### config.mk
export PLATFORM = sky130hd
export DESIGN_NAME = aes_ctr_feeder
export DESIGN_NICKNAME = d
export VERILOG_FILES = /design/src/rtl/aes_pkg.sv /design/src/rtl/aes_ctr_delay.sv /design/src/rtl/aes_ctr_feeder.sv
export SDC_FILE = /design/constraint.sdc
export NUM_CORES = 2
export LEC_CHECK = 0
export ABC_AREA = 1
export BUFFER_PORTS_ARGS = -buffer_cell sky130_fd_sc_hd__buf_2
export CAP_MARGIN = 10
export CORE_UTILIZATION = 35
export CTS_CLUSTER_SIZE = 14
export DETAILED_ROUTE_END_ITERATION = 6
export PLACE_DENSITY = 0.59
export SYNTH_ARGS = -nofsm -noshare
export SYNTH_HDL_FRONTEND = slang
export SYNTH_SLANG_ARGS = --single-unit
### constraint.sdc
create_clock -name clk -period 14.61 [get_ports clk]
set_input_delay 0.7305 -clock clk [delete_from_list [all_inputs] [get_ports clk]]
set_output_delay 0.7305 -clock clk [all_outputs]
set_load 0.02 [all_outputs]
### src/rtl/aes_pkg.sv
// Shared widths, default core latency and feeder FSM encoding for the AES-192 CTR wrapper.
package aes_pkg;

  localparam int unsigned BLK_W          = 128;
  localparam int unsigned KEY_W          = 192;
  localparam int unsigned AES192_LATENCY = 24;

  typedef enum logic [1:0] {
    StIdle  = 2'd0,
    StRun   = 2'd1,
    StDrain = 2'd2
  } feeder_state_e;

endpackage

### src/rtl/aes_ctr_delay.sv
// Payload/valid delay line matched to the aes_192 pipeline depth.
// Shifts every cycle; only the valid bits are reset, so a reset discards in-flight beats.
module aes_ctr_delay
  import aes_pkg::*;
#(
  parameter int unsigned Latency = AES192_LATENCY
) (
  input  logic             clk_i,
  input  logic             reset_i,
  input  logic             valid_i,
  input  logic [BLK_W-1:0] data_i,
  output logic             valid_o,
  output logic [BLK_W-1:0] data_o,
  output logic             any_valid_o
);

  logic [Latency-1:0] valid_q, valid_d;
  logic [BLK_W-1:0]   data_q [Latency];
  logic [BLK_W-1:0]   data_d [Latency];

  // Next-state: shift one stage per cycle, stage 0 takes the new beat (or a bubble)
  always_comb begin
    valid_d    = valid_q << 1;
    valid_d[0] = valid_i;
    data_d[0]  = data_i;
    for (int i = 1; i < int'(Latency); i++) begin
      data_d[i] = data_q[i-1];
    end
  end

  // Valid bits carry flow control, so they need the async reset
  always_ff @(posedge clk_i or posedge reset_i) begin
    if (reset_i) begin
      valid_q <= '0;
    end else begin
      valid_q <= valid_d;
    end
  end

  // Payload contents are qualified by the valid bits and need no reset
  always_ff @(posedge clk_i) begin
    data_q <= data_d;
  end

  // Outputs: last stage plus an occupancy flag used to detect an empty line
  always_comb begin
    valid_o     = valid_q[Latency-1];
    data_o      = data_q[Latency-1];
    any_valid_o = |valid_q;
  end

endmodule

### src/rtl/aes_ctr_feeder.sv
// CTR-mode wrapper around a fully pipelined aes_192 core: drives counter and key into the core,
// delays payload alongside it and XORs the keystream onto the delayed payload.
module aes_ctr_feeder
  import aes_pkg::*;
#(
  parameter int unsigned LATENCY = AES192_LATENCY,
  parameter int unsigned CTR_W   = 32,
  parameter int unsigned CNT_W   = 16
) (
  input  logic             clk,
  input  logic             reset,
  input  logic             cfg_start,
  input  logic [BLK_W-1:0] cfg_iv,
  input  logic [KEY_W-1:0] cfg_key,
  input  logic [CNT_W-1:0] cfg_nblocks,
  input  logic             in_valid,
  input  logic [BLK_W-1:0] in_data,
  output logic             in_ready,
  output logic [BLK_W-1:0] aes_state,
  output logic [KEY_W-1:0] aes_key,
  input  logic [BLK_W-1:0] aes_out,
  output logic             out_valid,
  output logic [BLK_W-1:0] out_data,
  output logic             busy,
  output logic             done
);

  feeder_state_e    state_q, state_d;
  logic [BLK_W-1:0] ctr_q, ctr_d;
  logic [KEY_W-1:0] key_q, key_d;
  logic [CNT_W-1:0] remaining_q, remaining_d;

  logic             accept;
  logic             dl_valid;
  logic             dl_any;
  logic [BLK_W-1:0] dl_data;

  assign accept = (state_q == StRun) && in_valid;

  // State and job registers
  always_ff @(posedge clk or posedge reset) begin
    if (reset) begin
      state_q     <= StIdle;
      ctr_q       <= '0;
      key_q       <= '0;
      remaining_q <= '0;
    end else begin
      state_q     <= state_d;
      ctr_q       <= ctr_d;
      key_q       <= key_d;
      remaining_q <= remaining_d;
    end
  end

  // Next-state: a zero-length job goes straight to DRAIN so done still fires
  always_comb begin
    state_d = state_q;
    unique case (state_q)
      StIdle:  if (cfg_start) state_d = (cfg_nblocks == '0) ? StDrain : StRun;
      StRun:   if (accept && (remaining_q == CNT_W'(1))) state_d = StDrain;
      StDrain: if (!dl_any) state_d = StIdle;
      default: state_d = StIdle;
    endcase
  end

  // Job datapath: config latched only from IDLE; low counter field wraps without carry
  always_comb begin
    ctr_d       = ctr_q;
    key_d       = key_q;
    remaining_d = remaining_q;
    if ((state_q == StIdle) && cfg_start) begin
      ctr_d       = cfg_iv;
      key_d       = cfg_key;
      remaining_d = cfg_nblocks;
    end else if (accept) begin
      ctr_d[CTR_W-1:0] = ctr_q[CTR_W-1:0] + CTR_W'(1);
      remaining_d      = remaining_q - CNT_W'(1);
    end
  end

  // Outputs: core samples ctr on the accept edge, so the payload enters the line on that edge too
  always_comb begin
    in_ready  = (state_q == StRun);
    busy      = (state_q != StIdle);
    done      = (state_q == StDrain) && !dl_any;
    aes_state = ctr_q;
    aes_key   = key_q;
    out_valid = dl_valid;
    out_data  = aes_out ^ dl_data;
  end

  aes_ctr_delay #(
    .Latency(LATENCY)
  ) u_delay (
    .clk_i      (clk),
    .reset_i    (reset),
    .valid_i    (accept),
    .data_i     (in_data),
    .valid_o    (dl_valid),
    .data_o     (dl_data),
    .any_valid_o(dl_any)
  );

endmodule

==> impl_results.rst <==
.. list-table::
   :header-rows: 1

   * - Metric
     - Value
   * - Max Root-Sink Buffers
     - 4
   * - Routed WL
     - about 160000 µm
   * - Post-cts resize count
     - 0
   * - Number of global-route vias before repair
     - 38300
   * - Portion of the post-synthesis area used by sequential elements
     - 90.6%
   * - Maximum clock skew at final layout
     - 0.0727 ns
   * - Flop2flop setup slack
     - ~11 ns
   * - Post-layout minimum cycle time
     - ~3.6 ns
   * - Switching Share
     - about a quarter
   * - Post-Route Hold Slack
     - ~0.075 ns
   * - Library cell contributing the largest single delay on the critical path
     - buf_4
   * - Normalized max-slew margin
     - 21.9%
   * - P per Cell Area
     - around 210 nW/µm²
   * - First-pass GRT wire length
     - 229000 µm
   * - Combinational share of power
     - between 10% and 20%
   * - YS warnings
     - 0
   * - Final Instance Area
     - roughly 100000 µm²
   * - Count of unique library cells instantiated by Yosys
     - 32
   * - Max Freq
     - roughly 280 MHz
   * - Internal power
     - ~16 mW
   * - Clock input transition at the sequential cells of the worst setup and hold paths
     - ~0.060 ns
   * - Gate Count Post-Synth
     - about 5100
   * - NetSw
     - between 5 and 6 mW
   * - Insertion delay to the later sink of the worst-skew pair
     - between 0.9 and 1 ns
   * - Count of buffers from port buffering
     - around 1000
   * - Placement row count
     - approximately 170
   * - Final number of hold-violating endpoints
     - 0
   * - Leading area contributor after synthesis
     - dfxtp_1
   * - Number of iterations in the first detailed-routing pass
     - 5
   * - Main area contributors after synthesis
     - dfxtp_1, dfrtp_1, nand2_1
   * - Crit path from
     - state_q[0]
   * - Fraction of the cycle the final worst path needs
     - about a quarter
   * - End of the worst register-to-register path
     - aes_state[100]
   * - Cell count of the worst reg-to-reg path
     - 7
   * - Most frequent cell after synthesis
     - dfxtp_1
   * - Max-slew violation total from the final report
     - 0
   * - Routability-driven placement congestion ratio
     - between 0.8 and 0.9
   * - Post-CTS setup buffer count
     - 0
   * - CP Max Fanout
     - around 120
   * - Top post-synthesis cells by count
     - dfxtp_1, nand2_1, dfrtp_1
   * - Run status
     - complete, no violations
   * - Setup crit end kind
     - flip-flop
   * - Placeable core region
     - approximately 220000 µm²
   * - H-Tree Level Count
     - 5
   * - Syn_area_per_cell
     - around 15 µm²
   * - Unrepaired setup endpoints after global routing
     - no
   * - Clock network power share
     - between 30% and 40%
   * - Flop pwr share
     - between 50 and 60%
   * - Leakage power
     - 45.8 nW
   * - Post-synthesis cell area
     - between 70000 and 80000 µm²
   * - Floorplan die area
     - roughly 220000 µm²
   * - Initial detailed-routing violation count
     - roughly 1700
   * - Data required, critical path
     - about 15 ns
   * - Number of flip-flops and latches in the synthesized netlist
     - roughly 3400
   * - Clock tree from TritonCTS
     - built
   * - Number of vias in the routed layout
     - between 30000 and 40000
   * - Antenna Violating Nets Remaining
     - 0
   * - Overall routing resource usage
     - between 10% and 20%
   * - Type of the setup path with the least slack
     - reg2reg
   * - Most common flop cell mapped by yosys
     - dfxtp_1
   * - Worst-Margin Slew
     - 1.17 ns
   * - Number of violations of the max-capacitance limit
     - 0
   * - Vertical die dimension
     - 474 µm
   * - Top-area cell type share of the netlist area
     - 78.9%
   * - Post-detailed-route via-to-cell ratio
     - 3.87
   * - Clock Sink Count
     - 3434
   * - HP Class
     - in2reg
   * - Drc violations
     - 0
   * - Ports placed on the boundary
     - between 1000 and 1500
   * - Core Util, Final
     - between 40% and 50%
   * - Width of the chip
     - between 400 and 500 µm
   * - Cts bufs inserted
     - between 300 and 400
   * - Final worst setup slack
     - roughly 11 ns
   * - Final-report setup violation count
     - 0
   * - Post-Route Setup TNS
     - 0 ns
   * - Worst Setup Start Kind
     - flip-flop
   * - Slowest cell delay on critical path
     - a little under 1 ns
   * - DR WL/cell
     - approximately 16 µm
   * - Worst path arrival time
     - between 4 and 5 ns
   * - Worst slack, placed
     - about 11 ns
   * - Cell area after placement
     - 86500 µm²
   * - Largest net degree at the start of global routing
     - 154
   * - Startpoint of the lowest-slack register-to-register path
     - state_q[0]
   * - Count of flip-flops with a built-in enable after synthesis
     - 0
   * - Total number of nets in the final design
     - around 7400
   * - Total global routing overflow
     - 0
   * - Synth Net Count
     - between 5000 and 6000
   * - Library cell used as clock root buffer
     - clkbuf_16
   * - Antenna violations before repair
     - between 40 and 50
   * - Number of hold buffers added after CTS
     - roughly 360
   * - HPWL after DPL
     - between 100000 and 150000 µm
   * - Initial Utilization
     - 35.4%
   * - Endpoint of the most critical setup path
     - aes_state[100]
   * - CP Cell Sequence
     - nor2_4, nand2_8, inv_8, buf_4, buf_4, nand2_1, nand2_1
   * - Async S/R FF share, synth
     - 10.5%
   * - Share of layout cells above drive strength 1
     - 22.2%
   * - Origin of the worst min-delay path
     - in_data[52]
   * - Area overhead of the layout relative to synthesis
     - 29.2%
   * - Max rail drop VDD
     - between 0.1 and 0.15 mV
[power by group through the flow]
stage / Sequential, mW / Combinational, mW / Clock, mW
after global placement: 10.9 / 2.38 / 0
after floorplan: 11.3 / 0.912 / 0
after CTS: 10.7 / 2.50 / 8.41
after global routing: 10.8 / 2.72 / 8.82
after detailed placement: 10.9 / 2.42 / 0
final: 10.8 / 2.48 / 8.13
[how the worst min path moves through the flow]
stage | to | slack [ns] | depth (start not counted)
2_1_floorplan | u_delay.data_d[0] | 0.31 | 0
3_3_place_gp | u_delay.data_d[787] | 0.31 | 0
3_5_place_dp | u_delay.data_d[960] | 0.31 | 0
6_report | u_delay.data_d[2868] | 0.07 | 1
5_1_grt | u_delay.data_d[2868] | 0.01 | 1
4_1_cts | aes_key[37] | 0.002 | 3
[metal layers]
layer / wire length, µm / GRT usage, % / share of wire [%]
met5: 165 / 0 / 0.10
met4: 7940 / 7.02 / 5.0
met3: 11800 / 4.38 / 7.5
met2: 79100 / 24.5 / 50
met1: 58800 / 14.4 / 37
[final cells by class]
cell class / count / area (µm²)
inverter: 73 / 289
fill: 19400 / 120000
clock inverter: 77 / 870
clock buffer: 475 / 9670
sequential: 3434 / 70600
timing repair buffer: 1418 / 8940
antenna: 7 / 17.5
multi-input combinational: 1497 / 6620
tap: 2958 / 3700
[through the flow]
stage | std cells | power (mW)
after floorplan | 5086 | 12.2
after global placement | 9019 | 13.3
after detailed placement | 9019 | 13.4
after CTS | 9932 | 21.7
after global routing | 9936 | 22.4
final | 9939 | 21.4
[cells by family after synthesis]
| kind of cell | Yosys count | synth area share (%) |
|---|---|---|
| buffers and inverters | 155 | 0.948 |
| xor gates and xnor gates | 138 | 1.55 |
| AOI/OAI and AO/OA | 56 | 0.451 |
| and+or+nand+nor | 1300 | 6.44 |
| adders and majority gates | 3 | 0.0482 |
| DFF | 3434 | 90.6 |
[sequential cells by signal (all words and copies together), names as in the netlist]
name	count
remaining_q	16
state_q	2
aes_state	128
u_delay.valid_q	24
u_delay.data_d	2944
aes_key	192
u_delay.data_o	128
[worst max-delay path: cells and delay by family, from the launching register on]
| kind | cells | cell delay [ns] |
|---|---|---|
| and+or+nand+nor | 4 | 0.73 |
| buffers and inverters | 3 | 2.17 |
| DFF | 1 | 0.45 |
[cell usage in the layout, fill, tap and decap left out, types with 16 or more instances in the layout]
cell / synthesis / layout
xor2_1: 133 / 133
clkbuf_1: 3 / 75
nor2_1: 120 / 119
clkinv_2: 0 / 27
clkbuf_8: 0 / 55
nand2_1: 1107 / 1107
inv_1: 70 / 69
dfrtp_1: 362 / 362
nand3_1: 58 / 58
dfxtp_1: 3072 / 3072
clkbuf_16: 0 / 345
dlygate4sd3_1: 0 / 361
o21ai_0: 16 / 16
buf_2: 62 / 1047
Note: power is estimated with default switching activity, not from simulation.
